### src/rtl/phase_frame_serializer.sv
// Serializes one ROWS x COLS x PW-bit phase frame MSB-first, row-major, one bit per clk.
// Optional even-parity trailer bit is enabled by defining SER_PARITY_EN.
module phase_frame_serializer #(
    parameter  int ROWS = 5,
    parameter  int COLS = 3,
    parameter  int PW   = 4,
    localparam int N    = ROWS * COLS * PW
) (
    input  logic         clk,
    input  logic         rst,
    input  logic [0:N-1] phi_in,
    input  logic         load_valid,
    output logic         load_ready,
    output logic         bit_out,
    output logic         bit_valid,
    output logic         frame_start,
    output logic         frame_done,
    output logic         busy
);

    localparam int CW = $clog2(N + 1);
`ifdef SER_PARITY_EN
    localparam int FRAME_LEN = N + 1;
`else
    localparam int FRAME_LEN = N;
`endif
    localparam logic [CW-1:0] LAST = CW'(FRAME_LEN - 1);

    typedef enum logic {
        IDLE  = 1'b0,
        SHIFT = 1'b1
    } state_t;

    state_t         state_r, state_s;
    logic [CW-1:0]  cnt_r, cnt_s, cnt_inc_s;
    logic [0:N-1]   shreg_r, shreg_s;
    logic           bit_out_r, bit_out_s;
    logic           bit_valid_r, bit_valid_s;
    logic           start_r, start_s;
    logic           done_r, done_s;
    logic           last_s, load_ready_s, accept_s;

`ifdef SER_PARITY_EN
    logic           parity_r, parity_s;

    function automatic logic even_parity(input logic [0:N-1] frame);
        return ^frame;
    endfunction
`endif

    assign last_s       = (state_r == SHIFT) && (cnt_r == LAST);
    assign load_ready_s = (state_r == IDLE) || last_s;
    assign accept_s     = load_valid && load_ready_s;
    assign cnt_inc_s    = cnt_r + CW'(1);

    // Next-state and next-output decode; the frame is captured only on accept.
    always_comb begin
        state_s     = state_r;
        cnt_s       = cnt_r;
        shreg_s     = shreg_r;
        bit_out_s   = 1'b0;
        bit_valid_s = 1'b0;
        start_s     = 1'b0;
        done_s      = 1'b0;
`ifdef SER_PARITY_EN
        parity_s    = parity_r;
`endif
        case (state_r)
            IDLE, SHIFT: begin
                if (accept_s) begin
                    // First bit leaves straight from phi_in; the rest waits in shreg.
                    state_s     = SHIFT;
                    cnt_s       = {CW{1'b0}};
                    shreg_s     = {phi_in[1:N-1], 1'b0};
                    bit_out_s   = phi_in[0];
                    bit_valid_s = 1'b1;
                    start_s     = 1'b1;
`ifdef SER_PARITY_EN
                    parity_s    = even_parity(phi_in);
`endif
                end else if ((state_r == IDLE) || last_s) begin
                    state_s = IDLE;
                    cnt_s   = {CW{1'b0}};
                    shreg_s = {N{1'b0}};
                end else begin
                    cnt_s       = cnt_inc_s;
                    shreg_s     = {shreg_r[1:N-1], 1'b0};
                    bit_valid_s = 1'b1;
                    done_s      = (cnt_inc_s == LAST);
`ifdef SER_PARITY_EN
                    if (cnt_inc_s == CW'(N)) begin
                        bit_out_s = parity_r;
                    end else begin
                        bit_out_s = shreg_r[0];
                    end
`else
                    bit_out_s   = shreg_r[0];
`endif
                end
            end
            default: begin
                state_s = IDLE;
                cnt_s   = {CW{1'b0}};
                shreg_s = {N{1'b0}};
            end
        endcase
    end

    // FSM state register.
    always_ff @(posedge clk) begin
        if (rst) begin
            state_r <= IDLE;
        end else begin
            state_r <= state_s;
        end
    end

    // Datapath and registered outputs; reset aborts any frame in flight.
    always_ff @(posedge clk) begin
        if (rst) begin
            cnt_r       <= {CW{1'b0}};
            shreg_r     <= {N{1'b0}};
            bit_out_r   <= 1'b0;
            bit_valid_r <= 1'b0;
            start_r     <= 1'b0;
            done_r      <= 1'b0;
`ifdef SER_PARITY_EN
            parity_r    <= 1'b0;
`endif
        end else begin
            cnt_r       <= cnt_s;
            shreg_r     <= shreg_s;
            bit_out_r   <= bit_out_s;
            bit_valid_r <= bit_valid_s;
            start_r     <= start_s;
            done_r      <= done_s;
`ifdef SER_PARITY_EN
            parity_r    <= parity_s;
`endif
        end
    end

    assign load_ready  = load_ready_s;
    assign bit_out     = bit_out_r;
    assign bit_valid   = bit_valid_r;
    assign frame_start = start_r;
    assign frame_done  = done_r;
    assign busy        = bit_valid_r;

endmodule

### config.mk
export PLATFORM = sky130hd
export DESIGN_NAME = phase_frame_serializer
export DESIGN_NICKNAME = d
export VERILOG_FILES = /design/src/rtl/phase_frame_serializer.sv
export SDC_FILE = /design/constraint.sdc
export NUM_CORES = 1
export LEC_CHECK = 0
export BUFFER_PORTS_ARGS = -buffer_cell sky130_fd_sc_hd__buf_2
export CAP_MARGIN = 10
export CORE_MARGIN = 8
export CORE_UTILIZATION = 48
export CTS_CLUSTER_DIAMETER = 200
export DETAILED_ROUTE_END_ITERATION = 10
export MAX_ROUTING_LAYER = met4
export PLACE_DENSITY = 0.72
export SYNTH_ARGS = -nofsm -noshare
export SYNTH_HDL_FRONTEND = slang
export SYNTH_SLANG_ARGS = --single-unit
### constraint.sdc
create_clock -name clk -period 4.24 [get_ports clk]
set_clock_uncertainty 0.1 [all_clocks]
set_input_delay 0.424 -clock clk [delete_from_list [all_inputs] [get_ports clk]]
set_output_delay 0.424 -clock clk [all_outputs]
set_load 0.05 [all_outputs]
# Word-level counts from Yosys, hierarchy flattened
# Cells that the tools add are included.
totals:
  in_bits: 63
  ff_bits: 71
  out_inout_bits: 6
  word_cells: 27
classes:
  mux: 9
  add_sub_neg: 1
  bitwise_logic: 1
  eq_ne: 2
  n_reduce_logical: 6
ops:
  columns: ["cell", "n"]
  rows:
  - ["two-way mux 60 bit", 2]
  - ["equality test 6 bit, second input constant", 2]
  - ["two-way mux 1 bit", 7]
  - ["adder 6 x 1 -> 6 bit, second input constant", 1]
  - ["OR reduction 3 bit", 1]
  - ["logical AND 1 bit", 2]
  - ["nonzero test 2 bit", 1]
  - ["OR reduction 2 bit", 1]
  - ["logical OR 1 bit", 1]
  - ["inverter 1 bit", 1]

# Depth between registers and ports, before layout
# Gate-level depths: netlist of the first run.
depth:
  word_depth: 5
  ltp_mapped: 9
  mapped_depth_nobuf: 6

# Worst setup path before layout of the first run
# Ideal clock, no wire load.
synth_path:
  path_kind: "flip-flop to output port"
  start: "register cnt_r[0]"
  end: "output port load_ready"
  arrival_time_ns: 1.404
  path_stages_with_launch: 7
  setup_slack_ns: 2.312
  n_path_buf: 2
  cell_sequence: "dfxtp_1 > ha_1 > nand2_1 > o31a_1 > buf_6 > clkinv_4 > buf_2"
synth_between:
  elab_chain_len: 3
synth_rtl:
  columns: ["item", "line_no", "source"]
  rows:
  - ["start, declared", "35", "logic [CW-1:0] cnt_r, cnt_s, cnt_inc_s;"]
  - ["start signal, assigned", "121", "cnt_r <= {CW{1'b0}};"]
  - ["start signal, assigned", "131", "cnt_r <= cnt_s;"]
  - ["equality test 6 bit", "51", "assign last_s = (state_r == SHIFT) && (cnt_r == LAST);"]
  - ["logical AND 1 bit", "51", null]
  - ["logical OR 1 bit", "52", "assign load_ready_s = (state_r == IDLE) || last_s;"]
  - ["end, declared", "13", "output logic load_ready,"]
# Every way passes these cells.

# Final worst setup path of the first run
# Same ends and word-level chain as after synthesis.

==> results of run 1 <==
synth_stat cells:
master / number
clkinv_4: 1
nor3_1: 6
a31oi_1: 1
nor2_1: 4
xnor2_1: 3
buf_1: 1
nand2_1: 62
buf_6: 1
clkbuf_1: 13
dfxtp_1: 70
xor2_1: 2
buf_2: 8
a21oi_1: 9
ha_1: 2
inv_1: 1
a21oi_2: 50
o31a_1: 1
nand3_1: 12
and2_1: 1
buf_4: 1
nor3b_1: 2
buf_12: 6
nand3_2: 50
nor4bb_1: 1
layer usage:
metal / track usage (%) / part of all wire, % / vias up
met3: 4.290 / 6.2 / 12
met4: 7.426 / 1.7 / 0
met5: - / 0 / -
met2: 20.89 / 46 / 49
li1: - / - / 1141
met1: 16.54 / 46 / 1005
worst max-delay path by stage:
stage,startpoint,endpoint,slack [ns],cells after the start
final,cnt_r[0]$_SDFF_PP0_,load_ready,0.91,6
after global routing,cnt_r[0]$_SDFF_PP0_,load_ready,0.69,6
after CTS,cnt_r[0]$_SDFF_PP0_,load_ready,0.87,6
after detailed placement,cnt_r[0]$_SDFF_PP0_,load_ready,1.25,6
after global placement,cnt_r[0]$_SDFF_PP0_,load_ready,1.28,6
after floorplan,cnt_r[0]$_SDFF_PP0_,load_ready,2.31,6
state kept, by name, summed over array words and instances, names as in the netlist:
name,flops
shreg_r,59
cnt_r,6
bit_out,1
bit_valid,1
frame_done,1
frame_start,1
state_r,1
worst max-delay path, delay by kind of cell (launching register included):
family	cells	cell delay (ns)
AND/OR/NAND/NOR	1	0.09
buffers and inverters	3	1.62
flip-flops	1	0.35
AO/OA/AOI/OAI	1	0.12
adder cells (fa/ha/maj)	1	0.27
power groups by stage:
stage	clock [uW]	sequential, uW	combinational (uW)
2_1_floorplan	0	713	127
6_report	585	694	161
5_1_grt	635	697	177
3_3_place_gp	0	708	161
4_1_cts	604	694	163
3_5_place_dp	0	709	163
cells in the final DEF (no fill, tap or decap), drive strengths merged:
master,instances
nor2,4
a31oi,1
nor4bb,1
diode,1
nand3,62
buf,70
clkinvlp,2
ha,2
nor3b,2
xor2,2
clkbuf,10
a21oi,59
and2,1
dfxtp,70
o31a,1
xnor2,3
clkinv,3
nor3,6
bufinv,2
nand2,62
inv,1
final cells by class:
class                           count  share of cell area, %
Tap cell                           77                  2.729
Clock inverter                      6                  2.410
Sequential cell                    70                  39.69
Timing Repair Buffer               70                  10.13
Antenna cell                        1                0.07087
Clock buffer                       10                  3.898
Multi-Input combinational cell    206                  40.72
Inverter                            2                 0.3544
stage by stage:
stage                     util [%]  hold WS (ns)  setup WS [ns]
final                        56.25        0.1904         0.9065
after global routing         56.25        0.1781         0.6870
after CTS                    56.21        0.1709         0.8654
after detailed placement     52.66        0.3294          1.249
after global placement       52.66        0.3208          1.277
after floorplan                  -        0.3174          2.312
logic make-up (layout without fill, tap and decap cells):
| logic type | count (synthesis) | count (layout) | synth area share [%] |
|---|---|---|---|
| compound gates | 61 | 61 | 16.16 |
| xor+xnor | 5 | 5 | 1.421 |
| fa+ha+maj | 2 | 2 | 0.8119 |
| buf+inv | 32 | 88 | 7.917 |
| flops | 70 | 70 | 45.47 |
| other cells | 0 | 1 | 0 |
| simple gates | 138 | 138 | 28.22 |
==> results_dict.tcl, run 1 <==
set metrics [dict create \
    status "complete, no violations" \
    internal_power_uw 1088 \
    power.share.clock_pct 40.6 \
    cts_buffers 9 \
    io_buffers 68 \
    synth_top_area_share_pct 45.47 \
    setup_tns_ns 0 \
    placedCellCount 425 \
    ir_worst_vdd_v 0.0001849 \
    regToRegEndpoint "frame_done$_SDFF_PP0_" \
    die_area_um2 9240 \
    stdcell_area_um2 3531 \
    crit_fanout 66 \
    critPathKind "register to primary output" \
    min_to "shreg_r[58]$_SDFF_PP0_" \
    synth-warning-count 0 \
    dpl_cell_area_um2 3306 \
    r2r.worst_path.cells 7 \
    grt_pass1_vias 2272 \
    powerDensity_nw_per_um2 407.7 \
    worstSetupEndpointType "primary output" \
    switching_share_pct 24.40 \
    hold_start "phi_in[59]" \
    max_freq_mhz 300.0 \
    grt_max_degree 69 \
    postCtsSetupBuffers 0 \
    nets 424 \
    cts_hold_buf 0 \
    initial_core_util_pct 49.09 \
    fillers 580 \
    dr_total_vias 2207 \
    p_switching_uw 351.2 \
    pwr-share-comb_pct 11.2 \
    clock_latency_ns 0.33 \
    worstPathArrival_ns 2.81 \
    fin_cells 442 \
    clkTransAtPathRegs_ns 0.07 \
    crit_required_ns 3.72 \
    syn_area_per_cell_um2 10.01 \
    htree_num_levels 3 \
    rsz0062_at_grt "no" \
    area_delta_synth_final_pct 14.58 \
    yosysSeqAreaShare_pct 45.47 \
    ys_ff_latch 70 \
    maxCapViolations 0 \
    start_kind "register" \
    die_w_um 96.13 \
    yosys.area.top_type "dfxtp_1" \
    slew_headroom_pct 34.83 \
    die-height_um 96.13 \
    slew_viol_final 0 \
    syn-cell-area_um2 3082 \
    antenna_found_initial 1 \
    p_leak_uw 0.001279 \
    grt_usage_pct 14.00 \
    viasPerCell 4.993 \
    post_drt_wl_per_cell_um 13.23 \
    cts_num_sinks 70 \
    cp_cell_sequence "ha_1, nand2_1, o31a_2, buf_4, clkinv_4, buf_2" \
    ys_types 24 \
    yosys-top-cells-area "dfxtp_1 (45%), nand3_2 (16%), a21oi_2 (14%)" \
    max_slew.worst_pin.slew_ns 0.9775 \
    routed_wl_um 5846 \
    coreArea_um2 6277 \
    p_total_uw 1440 \
    register_area_um2 1401 \
    hp-class "primary input to register" \
    min_path_cells 2 \
    multiInputGateArea_um2 1438 \
    drive_gt1_share_pct 51.65 \
    rows 29 \
    clock_path_buffers 2 \
    grt_pass1_wl_um 9873 \
    dpl.hpwl_um 3664 \
    io_pins 69 \
    cts-resized-gates 0 \
    root_buffer "clkbuf_8" \
    synth_nets 373 \
    fin_crit_sh_pct 78.62 \
    max_stage_delay_ns 0.67 \
    final-setup-viol-count 0 \
    seqPwrFrac_pct 48.2 \
    post-route-drc-count 0 \
    ant_nets 0 \
    syn_inst 308 \
    rr_startpoint "cnt_r[0]$_SDFF_PP0_" \
    dr.pass1.iters 5 \
    drt_iter0_markers 109 \
    finalHoldViolations 0 \
    cts_tree "yes" \
    gp_congestion 0.8051 \
    grt-ovfl-total 0 \
    reg2reg_slack_ns 1.32 \
    min_period_ns 3.333 \
    cp_slowest_cell "clkinv_4" \
]
(Power assumes the default switching activity.)
==> run 2, diff against run 1 <==
clock period = 3.43 ns   (was 4.24 ns; I/O delays follow)
==> run 2 against run 1 <==
Against the previous run:
- final area up 0.85%
- cell count increased by 0.23%
- global-route usage is 0.36 points higher
- via count rose by 0.95%
- critical path depth down 1
- largest power group unchanged
- sequential power is 24% higher
- non-clock buffer count up 1
- clock power increased by 28%
==> results_dict.tcl, run 2 (synthesized netlist as in run 1, its figures left out) <==
set metrics [dict create \
    gp_congestion 0.7702 \
    largestRegisters "shreg_r x59, cnt_r x6" \
    hp-class "primary input to register" \
    mostFrequentLayoutCell "dfxtp_1" \
    worstSetupEndpointType "primary output" \
    initial_core_util_pct 49.09 \
    root_buffer "clkbuf_8" \
    fin_crit_sh_pct 74.54 \
    fillers 565 \
    post_drt_wl_per_cell_um 13.74 \
    clock_path_buffers 2 \
    largest_register "shreg_r" \
    reg2reg_slack_ns 1.07 \
    clock_latency_ns 0.33 \
    regToRegEndpoint "frame_done$_SDFF_PP0_" \
    dpl.hpwl_um 3899 \
    die_w_um 96.13 \
    max_stage_delay_ns 0.39 \
    area_delta_synth_final_pct 15.55 \
    clkTransAtPathRegs_ns 0.07 \
    min_period_ns 2.557 \
    cts-resized-gates 0 \
    antenna_found_initial 1 \
    maxCapViolations 0 \
    postCtsSetupBuffers 0 \
    grt_pass1_wl_um 10090 \
    grt_pass1_vias 2211 \
    cts_buffers 9 \
    die-height_um 96.13 \
    grt_max_degree 69 \
    min_path_cells 2 \
    rows 29 \
    p_total_uw 1808 \
    rr_startpoint "cnt_r[0]$_SDFF_PP0_" \
    hold_start "phi_in[59]" \
    setup_tns_ns 0 \
    place_ws_ns 1.126 \
    grt_usage_pct 14.36 \
    powerDensity_nw_per_um2 507.8 \
    p_leak_uw 0.001295 \
    status "complete, no violations" \
    cp_slowest_cell "dfxtp_1" \
    drive_gt1_share_pct 51.78 \
    rsz0062_at_grt "no" \
    die_area_um2 9240 \
    worstPathArrival_ns 2.11 \
    htree_num_levels 3 \
    fin_ws_ns 0.8734 \
    ant_nets 0 \
    cp_cell_sequence "ha_1, nand2_1, o31a_2, clkinv_4, buf_2" \
    final_cell_mix "dfxtp_1 (70), buf_2 (67), nand2_1 (62), nand3_2 (50), a21oi_2 (50)" \
    post-route-drc-count 0 \
    critPathKind "register to primary output" \
    crit_fanout 48 \
    final-setup-viol-count 0 \
    coreArea_um2 6277 \
    max_freq_mhz 391.1 \
    finalHoldViolations 0 \
    crit_required_ns 2.99 \
    r2r.worst_path.cells 7 \
    io_buffers 68 \
    cts_tree "yes" \
    start_kind "register" \
    grt-ovfl-total 0 \
    io_pins 69 \
    cts_num_sinks 70 \
    slew_viol_final 0 \
    nets 425 \
    path_buf_inv 2 \
    critPathTopFamily "buffers and inverters" \
    min_to "shreg_r[58]$_SDFF_PP0_" \
    dr.pass1.iters 4 \
    drt_iter0_markers 157 \
    viasPerCell 5.029 \
    ir_worst_vdd_v 0.0004622 \
    max_slew.worst_pin.slew_ns 0.9639 \
    largest_reg_flops 59 \
    dr_total_vias 2228 \
    routed_wl_um 6086 \
    cts_hold_buf 0 \
    slew_headroom_pct 35.74 \
]
==> run 2: cell types whose count changed in the layout (fill, tap and decap cells not counted) <==
cell and change:
buf_12 +1, clkinv_2 -1, clkinvlp_4 -1, clkbuf_8 +1
clkinv_4 +1
==> run 2: metrics by stage <==
stage | utilization, % | instance area, um^2 | hold WS [ns] | std cells
global placement | 52.98 | 3326 | 0.3223 | 426
detailed placement | 52.98 | 3326 | 0.3277 | 426
global route | 56.73 | 3561 | 0.1131 | 443
finish | 56.73 | 3561 | 0.1215 | 443
floorplan | - | 3082 | 0.3174 | 308
CTS | 56.69 | 3558 | 0.1046 | 442
==> run 2: final cells by class <==
cell class	instances	area [um^2]	share of cell area, %
Antenna cell	1	2.502	0.07027
Clock inverter	5	81.33	2.284
Clock buffer	11	151.4	4.252
Timing Repair Buffer	71	377.9	10.61
Inverter	2	12.51	0.3514
Multi-Input combinational cell	206	1438	40.37
Sequential cell	70	1401	39.35
Tap cell	77	96.34	2.706
==> run 2: worst reg2reg max path, delay by kind of cell (launching register included) <==
kind	cells	cell delay, ns
AO/OA/AOI/OAI	1	0.16
adder cells (fa/ha/maj)	1	0.27
buffers and inverters	2	0.77
flip-flops	1	0.35
AND/OR/NAND/NOR	3	0.62
==> run 2: routing by layer <==
layer	global-route usage [%]	routed length (um)	vias to the layer above
met5	-	0	-
met4	4.609	71	0
met3	5.382	410	5
met2	21.79	2854	50
met1	17.17	2750	1033
li1	-	-	1140
==> run 2: worst max path at each step <==
stage                   startpoint                    end  cells after the start
3_5_place_dp   cnt_r[0]$_SDFF_PP0_  frame_done$_SDFF_PP0_                      7
3_3_place_gp   cnt_r[0]$_SDFF_PP0_  frame_done$_SDFF_PP0_                      7
6_report       cnt_r[0]$_SDFF_PP0_             load_ready                      5
2_1_floorplan  cnt_r[0]$_SDFF_PP0_             load_ready                      6
4_1_cts        cnt_r[0]$_SDFF_PP0_             load_ready                      5
5_1_grt        cnt_r[0]$_SDFF_PP0_             load_ready                      5
==> run 2: report_power, final <==
group	internal, uW	switching, uW
sequential	848	10.1
clock	449	299
combinational	73.8	128
total	1370	438
